<file path="src/rtl/mmul_opa_sequencer_pkg.sv">
// ----------------------------------------------------------------------------
// mmul_opa_sequencer_pkg
//   Shared constants and types for the operand-A sequencer of the Montgomery
//   multiplier: default word width, word count, derived operand width,
//   counter widths and the sequencer state encoding.
// ----------------------------------------------------------------------------
package mmul_opa_sequencer_pkg;

  localparam int DEF_WORD_W = 16;                       // bits per input word
  localparam int DEF_NWORDS = 16;                       // words per operand
  localparam int DEF_OPW    = DEF_WORD_W * DEF_NWORDS;  // operand width (256)

  localparam int DEF_WCNT_W = $clog2(DEF_NWORDS);       // word counter width
  localparam int DEF_BIDX_W = $clog2(DEF_OPW);          // bit index width

  // Fixed encodings: downstream debug tooling decodes these values.
  typedef enum logic [1:0] {
    ST_IDLE  = 2'd0,
    ST_LOAD  = 2'd1,
    ST_SHIFT = 2'd2,
    ST_DONE  = 2'd3
  } state_t;

endpackage : mmul_opa_sequencer_pkg

</file>
<file path="src/rtl/mmul_opa_sequencer_if.sv">
// ----------------------------------------------------------------------------
// mmul_opa_if
//   Operand word stream into the sequencer.
//
//   Handshake: a word transfers on a rising clock edge where in_valid and
//   in_ready are both 1. in_valid may be raised without waiting for
//   in_ready; once raised, in_word must stay stable until the transfer.
//   in_ready may change freely from cycle to cycle.
//
//   Signals
//     in_word   W bits   operand word, least-significant word first
//     in_valid  1        in_word holds a word
//     in_ready  1        sequencer takes in_word this cycle
//   Modports
//     master    upstream producer (drives in_word/in_valid)
//     slave     sequencer (drives in_ready)
// ----------------------------------------------------------------------------
interface mmul_opa_if #(
  parameter int W = 16
);

  logic [W-1:0] in_word;
  logic         in_valid;
  logic         in_ready;

  modport master (
    output in_word,
    output in_valid,
    input  in_ready
  );

  modport slave (
    input  in_word,
    input  in_valid,
    output in_ready
  );

endinterface : mmul_opa_if

</file>
<file path="src/rtl/mmul_opa_sequencer_step_cnt.sv">
// ----------------------------------------------------------------------------
// mmul_step_cnt
//   Up-counter with synchronous clear, count enable and a terminal flag.
//   Clear has priority over enable.
//
//   Ports
//     clk    in   1   rising-edge clock
//     clr    in   1   synchronous clear to zero
//     en     in   1   increment by one
//     count  out  W   current count
//     term   out  1   count == TERM
// ----------------------------------------------------------------------------
module mmul_step_cnt #(
  parameter int W    = 4,
  parameter int TERM = 15
) (
  input  logic         clk,
  input  logic         clr,
  input  logic         en,
  output logic [W-1:0] count,
  output logic         term
);

  localparam logic [W-1:0] TERM_V = W'(TERM);

  always_ff @(posedge clk) begin
    if (clr) begin
      count <= '0;
    end else if (en) begin
      count <= count + W'(1);
    end
  end

  assign term = (count == TERM_V);

endmodule : mmul_step_cnt

</file>
<file path="src/rtl/mmul_opa_sequencer.sv">
// ----------------------------------------------------------------------------
// mmul_opa_sequencer
//   Control stage in front of the operand-A shift register of the Montgomery
//   multiplier. Loads operand A word by word (LSW first) through the
//   register's 16-bit load path, then steps the register one bit per core
//   acknowledge so the core sees A[i] on regout[0].
//
//   Ports
//     clk, rst      clock and synchronous active-high reset
//     start         one-cycle request for a new operand, honoured in IDLE
//     abort         synchronous abort back to IDLE, no done pulse
//     opa_stream    operand word stream (slave side)
//     reg_din       load data to operand register (= in_word)
//     reg_we        operand register write enable (combinational)
//     reg_sel       0 = word-wide load shift, 1 = one-bit shift
//     bit_valid     regout[0] holds A[bit_idx]
//     bit_ack       core consumed the current bit
//     bit_idx       index of the bit at regout[0]
//     bit_last      bit_valid and bit_idx is the operand's top bit
//     busy          sequencer is not IDLE
//     done          one-cycle pulse after the top bit is acknowledged
//     state_dbg     current FSM state
//     word_cnt_dbg  words accepted so far in the current load
//
//   State flow: IDLE -> LOAD -> SHIFT -> DONE -> IDLE; abort returns to IDLE
//   from anywhere. reg_we, reg_din and in_ready are combinational; all other
//   outputs are registered from the next state.
// ----------------------------------------------------------------------------
module mmul_opa_sequencer
  import mmul_opa_sequencer_pkg::*;
#(
  parameter int WORD_W = DEF_WORD_W,
  parameter int NWORDS = DEF_NWORDS
) (
  input  logic                              clk,
  input  logic                              rst,
  input  logic                              start,
  input  logic                              abort,
  mmul_opa_if.slave                         opa_stream,
  output logic [WORD_W-1:0]                 reg_din,
  output logic                              reg_we,
  output logic                              reg_sel,
  output logic                              bit_valid,
  input  logic                              bit_ack,
  output logic [$clog2(WORD_W*NWORDS)-1:0]  bit_idx,
  output logic                              bit_last,
  output logic                              busy,
  output logic                              done,
  output state_t                            state_dbg,
  output logic [$clog2(NWORDS)-1:0]         word_cnt_dbg
);

  localparam int OPW    = WORD_W * NWORDS;
  localparam int WCNT_W = $clog2(NWORDS);
  localparam int BIDX_W = $clog2(OPW);

  // Index one below the top bit: an ack there makes the next bit the last.
  localparam logic [BIDX_W-1:0] IDX_PENULT = BIDX_W'(OPW - 2);

  state_t state;
  state_t state_next;

  logic load_hs;    // word accepted into the register this cycle
  logic shift_hs;   // bit consumed, register shifts by one this cycle

  logic [WCNT_W-1:0] word_cnt;
  logic              word_term;
  logic              word_clr;
  logic              bit_term;
  logic              bit_clr;

  logic busy_d;
  logic done_d;
  logic bit_valid_d;
  logic bit_last_d;
  logic reg_sel_d;

  // Abort and reset both block any transfer in the cycle they are seen.
  assign load_hs  = (state == ST_LOAD)  && opa_stream.in_valid && !abort && !rst;
  assign shift_hs = (state == ST_SHIFT) && bit_ack             && !abort && !rst;

  // Counters sit at zero outside their own state, so entering LOAD/SHIFT
  // always starts from 0 and a stray start cannot disturb them.
  assign word_clr = rst || abort || (state != ST_LOAD)  || (load_hs  && word_term);
  assign bit_clr  = rst || abort || (state != ST_SHIFT) || (shift_hs && bit_term);

  mmul_step_cnt #(
    .W    (WCNT_W),
    .TERM (NWORDS - 1)
  ) u_word_cnt (
    .clk   (clk),
    .clr   (word_clr),
    .en    (load_hs),
    .count (word_cnt),
    .term  (word_term)
  );

  mmul_step_cnt #(
    .W    (BIDX_W),
    .TERM (OPW - 1)
  ) u_bit_cnt (
    .clk   (clk),
    .clr   (bit_clr),
    .en    (shift_hs),
    .count (bit_idx),
    .term  (bit_term)
  );

  // State register
  always_ff @(posedge clk) begin
    if (rst) begin
      state <= ST_IDLE;
    end else begin
      state <= state_next;
    end
  end

  // Next-state logic
  always_comb begin
    state_next = state;
    if (abort) begin
      state_next = ST_IDLE;
    end else begin
      unique case (state)
        ST_IDLE:  if (start)                 state_next = ST_LOAD;
        ST_LOAD:  if (load_hs && word_term)  state_next = ST_SHIFT;
        ST_SHIFT: if (shift_hs && bit_term)  state_next = ST_DONE;
        ST_DONE:                             state_next = ST_IDLE;
        default:                             state_next = ST_IDLE;
      endcase
    end
  end

  // Output decode: combinational outputs plus next values of the
  // registered ones.
  always_comb begin
    opa_stream.in_ready = (state == ST_LOAD) && !abort && !rst;
    reg_we              = load_hs || shift_hs;
    reg_din             = opa_stream.in_word;

    busy_d      = (state_next != ST_IDLE);
    done_d      = (state_next == ST_DONE);
    bit_valid_d = (state_next == ST_SHIFT);
    reg_sel_d   = (state_next == ST_SHIFT);
    // On the LOAD->SHIFT step the index starts at 0, never the last bit.
    bit_last_d  = (state_next == ST_SHIFT) && (state == ST_SHIFT) &&
                  (shift_hs ? (bit_idx == IDX_PENULT) : bit_term);
  end

  // Registered outputs
  always_ff @(posedge clk) begin
    if (rst) begin
      busy      <= 1'b0;
      done      <= 1'b0;
      bit_valid <= 1'b0;
      reg_sel   <= 1'b0;
      bit_last  <= 1'b0;
    end else begin
      busy      <= busy_d;
      done      <= done_d;
      bit_valid <= bit_valid_d;
      reg_sel   <= reg_sel_d;
      bit_last  <= bit_last_d;
    end
  end

  assign state_dbg    = state;
  assign word_cnt_dbg = word_cnt;

endmodule : mmul_opa_sequencer

</file>
<file path="src/flat_wrapper.sv">
// flat-port wrapper written by rule: the top's interface ports become plain ports
module mmul_opa_sequencer_flat import mmul_opa_sequencer_pkg::*;
#(
  parameter int WORD_W = DEF_WORD_W,
  parameter int NWORDS = DEF_NWORDS
)
  (clk, rst, start, abort, reg_din, reg_we, reg_sel, bit_valid, bit_ack, bit_idx, bit_last, busy, done, state_dbg, word_cnt_dbg, opa_stream_in_word, opa_stream_in_valid, opa_stream_in_ready);
  mmul_opa_if #(.W(16)) opa_stream_i ();
  input  logic clk;
  input  logic rst;
  input  logic start;
  input  logic abort;
  output logic [WORD_W-1:0] reg_din;
  output logic reg_we;
  output logic reg_sel;
  output logic bit_valid;
  input  logic bit_ack;
  output logic [$clog2(WORD_W*NWORDS)-1:0] bit_idx;
  output logic bit_last;
  output logic busy;
  output logic done;
  output state_t state_dbg;
  output logic [$clog2(NWORDS)-1:0] word_cnt_dbg;
  input wire logic [$bits(opa_stream_i.in_word)-1:0] opa_stream_in_word;
  input wire logic [$bits(opa_stream_i.in_valid)-1:0] opa_stream_in_valid;
  output wire logic [$bits(opa_stream_i.in_ready)-1:0] opa_stream_in_ready;
  assign opa_stream_i.in_word = opa_stream_in_word;
  assign opa_stream_i.in_valid = opa_stream_in_valid;
  assign opa_stream_in_ready = opa_stream_i.in_ready;
  mmul_opa_sequencer #(.WORD_W(WORD_W), .NWORDS(NWORDS)) u_core (.clk(clk), .rst(rst), .start(start), .abort(abort), .opa_stream(opa_stream_i), .reg_din(reg_din), .reg_we(reg_we), .reg_sel(reg_sel), .bit_valid(bit_valid), .bit_ack(bit_ack), .bit_idx(bit_idx), .bit_last(bit_last), .busy(busy), .done(done), .state_dbg(state_dbg), .word_cnt_dbg(word_cnt_dbg));
endmodule
</file>
<file path="config.mk">
export PLATFORM = sky130hd
export DESIGN_NAME = mmul_opa_sequencer_flat
export DESIGN_NICKNAME = d
export VERILOG_FILES = /design/src/rtl/mmul_opa_sequencer_pkg.sv /design/src/rtl/mmul_opa_sequencer_if.sv /design/src/rtl/mmul_opa_sequencer_step_cnt.sv /design/src/rtl/mmul_opa_sequencer.sv /design/src/flat_wrapper.sv
export SDC_FILE = /design/constraint.sdc
export NUM_CORES = 1
export LEC_CHECK = 0
export CAP_MARGIN = 5
export CORE_ASPECT_RATIO = 0.7
export CORE_UTILIZATION = 36
export DETAILED_ROUTE_END_ITERATION = 16
export GPL_TIMING_DRIVEN = 0
export HOLD_SLACK_MARGIN = 0.1
export PLACE_DENSITY = 0.9
export SLEW_MARGIN = 20
export SYNTH_ARGS = -nofsm -noshare
export SYNTH_HDL_FRONTEND = slang
export SYNTH_SLANG_ARGS = --single-unit
</file>
<file path="constraint.sdc">
create_clock -name clk -period 2.25 [get_ports clk]
set_input_delay 0.45 -clock clk [delete_from_list [all_inputs] [get_ports clk]]
set_output_delay 0.45 -clock clk [all_outputs]
set_load 0.01 [all_outputs]
</file>
==> out/metrics.cfg <==
[sta]
slew_violations = 0
max_freq_ghz = 0.462
whs_ps = 525
fin_crit_ps = 2170
relSlewSlack_pct = 54.3
skew_ps = 3.69
report.final.hold_viol_count = 0
setup_viol = 0
fin_tns_setup_ps = 0
worst_pin_slew_ps = 680
post-route-period-util_pct = 96.3
rsz0062_at_grt = false

[run]
drv_cap = 0

[power]
power_density_nw_per_um2 = 457
leakage_nw = 0.544
vdd_drop_max_v = 0.000219

[grt]
grtUsageMet2_pct = 30.3
grt_pass1_vias = 844
use_met1_pct = 19.4
grt_pass1_wl_um = 3680
grt_antenna_before_repair = 0
grt_max_degree = 11
busiest_layer = met2
grt-ovfl-total = 0
met3_usage_pct = 5.30
grtUsageTotal_pct = 17.0

[logic_synthesis]
async_reset_ff_share_pct = 0
synth_compound_area_share_pct = 11.8
syn_inst = 103
synthAdderAreaFrac_pct = 3.97
syn_nets = 128
yosysSeqAreaShare_pct = 38.1
yosys_warnings = 0
ys_ff_latch = 18
synth_flop_cell = dfxtp_1
synth-simple-area-share_pct = 23.1
synth_edf_count = 0
synth_area_per_cell_um2 = 9.18
synth.area.mux_share_pct = 1.06
synth_xor_area_share_pct = 5.56
syn_area_um2 = 946
synth_top_family_by_area = simple AND/OR/NAND/NOR gates
synth_cell_types = 33

[floorplan]
initial_core_util_pct = 38.2
io_pins = 59
core.rowCount = 15
dieArea_um2 = 2840
die_height_um = 44.9
coreArea_um2 = 2480
die_w_um = 63.3

[placed_design]
dpl_cell_area_um2 = 1400
place.gp.congestion = 0.818
port_buffers = 41
dp_hpwl_um = 1720
dp.cells = 178

[layout]
finalCoreUtilization_pct = 60.5
mostFrequentLayoutCells = 37 x clkdlybuf4s50_1, 19 x buf_4, 17 x dfxtp_1
nFillCells = 217
layout-drive-gt1-share_pct = 20.7
antenna-diode-count = 0
fin_area_um2 = 1500
synthToLayoutAreaGrowth_pct = 58.3
final_nets = 176
final_common_cell = clkdlybuf4s50_1
finalNonFillerCells = 184

[run_status]
status = finished, final reports clean

[routing]
drt_iter0_markers = 24
vias = 943
wl_um = 2320
wl_per_cell_um = 12.6
vias_per_cell = 5.13
postRouteAntennaNets = 0
drt_pass1_iterations = 4
drc = 0

[clocking]
clk_pin_slew_ps = 70
h-tree-depth = 1
worstSkewPairLatency_ps = 260
cts.sinks = 18
hold_buffers = 0
cts_buffer_depth = 2
cts_root_buf = clkbuf_8
numCtsBuffers = 3
cts_tree = yes

[worst_hold_path]
hold_end = u_core.u_bit_cnt.count[6]
min_from = u_core.u_bit_cnt.count[6]
hold_depth = 2
hp-class = flip-flop to flip-flop

[critical_path]
startpoint_type = primary input
reg2regPathDepth = 5
cp.required_ps = 1800
critPathArrivalTime_ps = 1720
criticalPathCategory = primary input to output port
r2r_setup_slack_ps = 370
crit_fanout = 6
r2r_start = u_core.state_dbg[0]
r2r_end = u_core.u_bit_cnt.count[5]
end_kind = output port

flip-flops by register name, summed over array words and instances (netlist names):
signal / count
u_core.u_word_cnt.count: 4
u_core.busy: 1
u_core.u_bit_cnt.count: 8
u_core.bit_last: 1
u_core.state_dbg: 2
u_core.done: 1
u_core.reg_sel: 1
synth_stat cells, types with 3 or more instances:
| cell | count | area, um^2 |
|---|---|---|
| buf_4 | 17 | 128 |
| dfxtp_1 | 18 | 360 |
| o21ai_0 | 3 | 15.0 |
| a21oi_1 | 6 | 30.0 |
| xor2_1 | 3 | 26.3 |
| or3_1 | 3 | 18.8 |
| ha_1 | 3 | 37.5 |
| nand4_1 | 4 | 25.0 |
| nor2_1 | 8 | 30.0 |
| xnor2_1 | 3 | 26.3 |
| nand2_1 | 4 | 15.0 |
cell type report:
type	instances	area, um^2	share of cell area (%)
multi-input cells	63	454	30.3
repair buffers	43	429	28.7
inverters	2	7.51	0.501
plain buffers	20	148	9.86
well taps	34	42.5	2.84
flip-flops and latches	18	362	24.1
clock buffers	4	55.1	3.68
power by group:
group	internal (mW)	switching, mW
clock network	0.156	0.114
logic	0.0592	0.0340
registers	0.320	0.00110
total	0.535	0.149
worst max-delay path by stage:
| stage | to | from | slack [ps] | cells after the start |
|---|---|---|---|---|
| global route | opa_stream_in_ready | abort | 10 | 4 |
| finish | opa_stream_in_ready | abort | 80 | 4 |
| detailed placement | reg_we | abort | -580 | 4 |
| floorplan | reg_we | u_core.state_dbg[0] | 370 | 3 |
| CTS | reg_we | u_core.state_dbg[1] | 20 | 3 |
| global placement | reg_we | abort | -570 | 4 |
critical path, cell delays in order:
cell	delay [ps]
clkdlybuf4s15_2	260
nor4b_4	330
buf_4	160
clkdlybuf4s50_1	520
cells by family after synthesis:
kind of cell / Yosys count
xor+xnor: 6
fa+ha+maj: 3
flops: 18
buf+inv: 22
mux: 1
compound gates: 17
simple gates: 36
metrics by stage:
| stage | power [mW] | setup slack (ps) |
|---|---|---|
| after global placement | 0.418 | -575 |
| after global routing | 0.709 | 11.8 |
| after detailed placement | 0.420 | -583 |
| after CTS | 0.693 | 19.4 |
| after floorplan | 0.373 | 365 |
| final | 0.685 | 83.8 |
timing repair:
| action | CTS | global route |
|---|---|---|
| pin swaps | 2 | 2 |
| cloned | 0 | 0 |
| endpoints found under the setup margin | 2 | 1 |
| buffers inserted | 2 | 0 |
| hold endpoints to repair | 0 | 0 |
| resized for setup | 10 | 2 |
routing by layer:
metal / wire, um / vias up / share of wire, %
li1: - / 446 / -
met1: 991 / 440 / 43
met2: 1120 / 54 / 48
met3: 183 / 3 / 7.9
met4: 32 / 0 / 1.4
met5: 0 / - / 0
No activity file was read; power rests on OpenSTA's default activity.
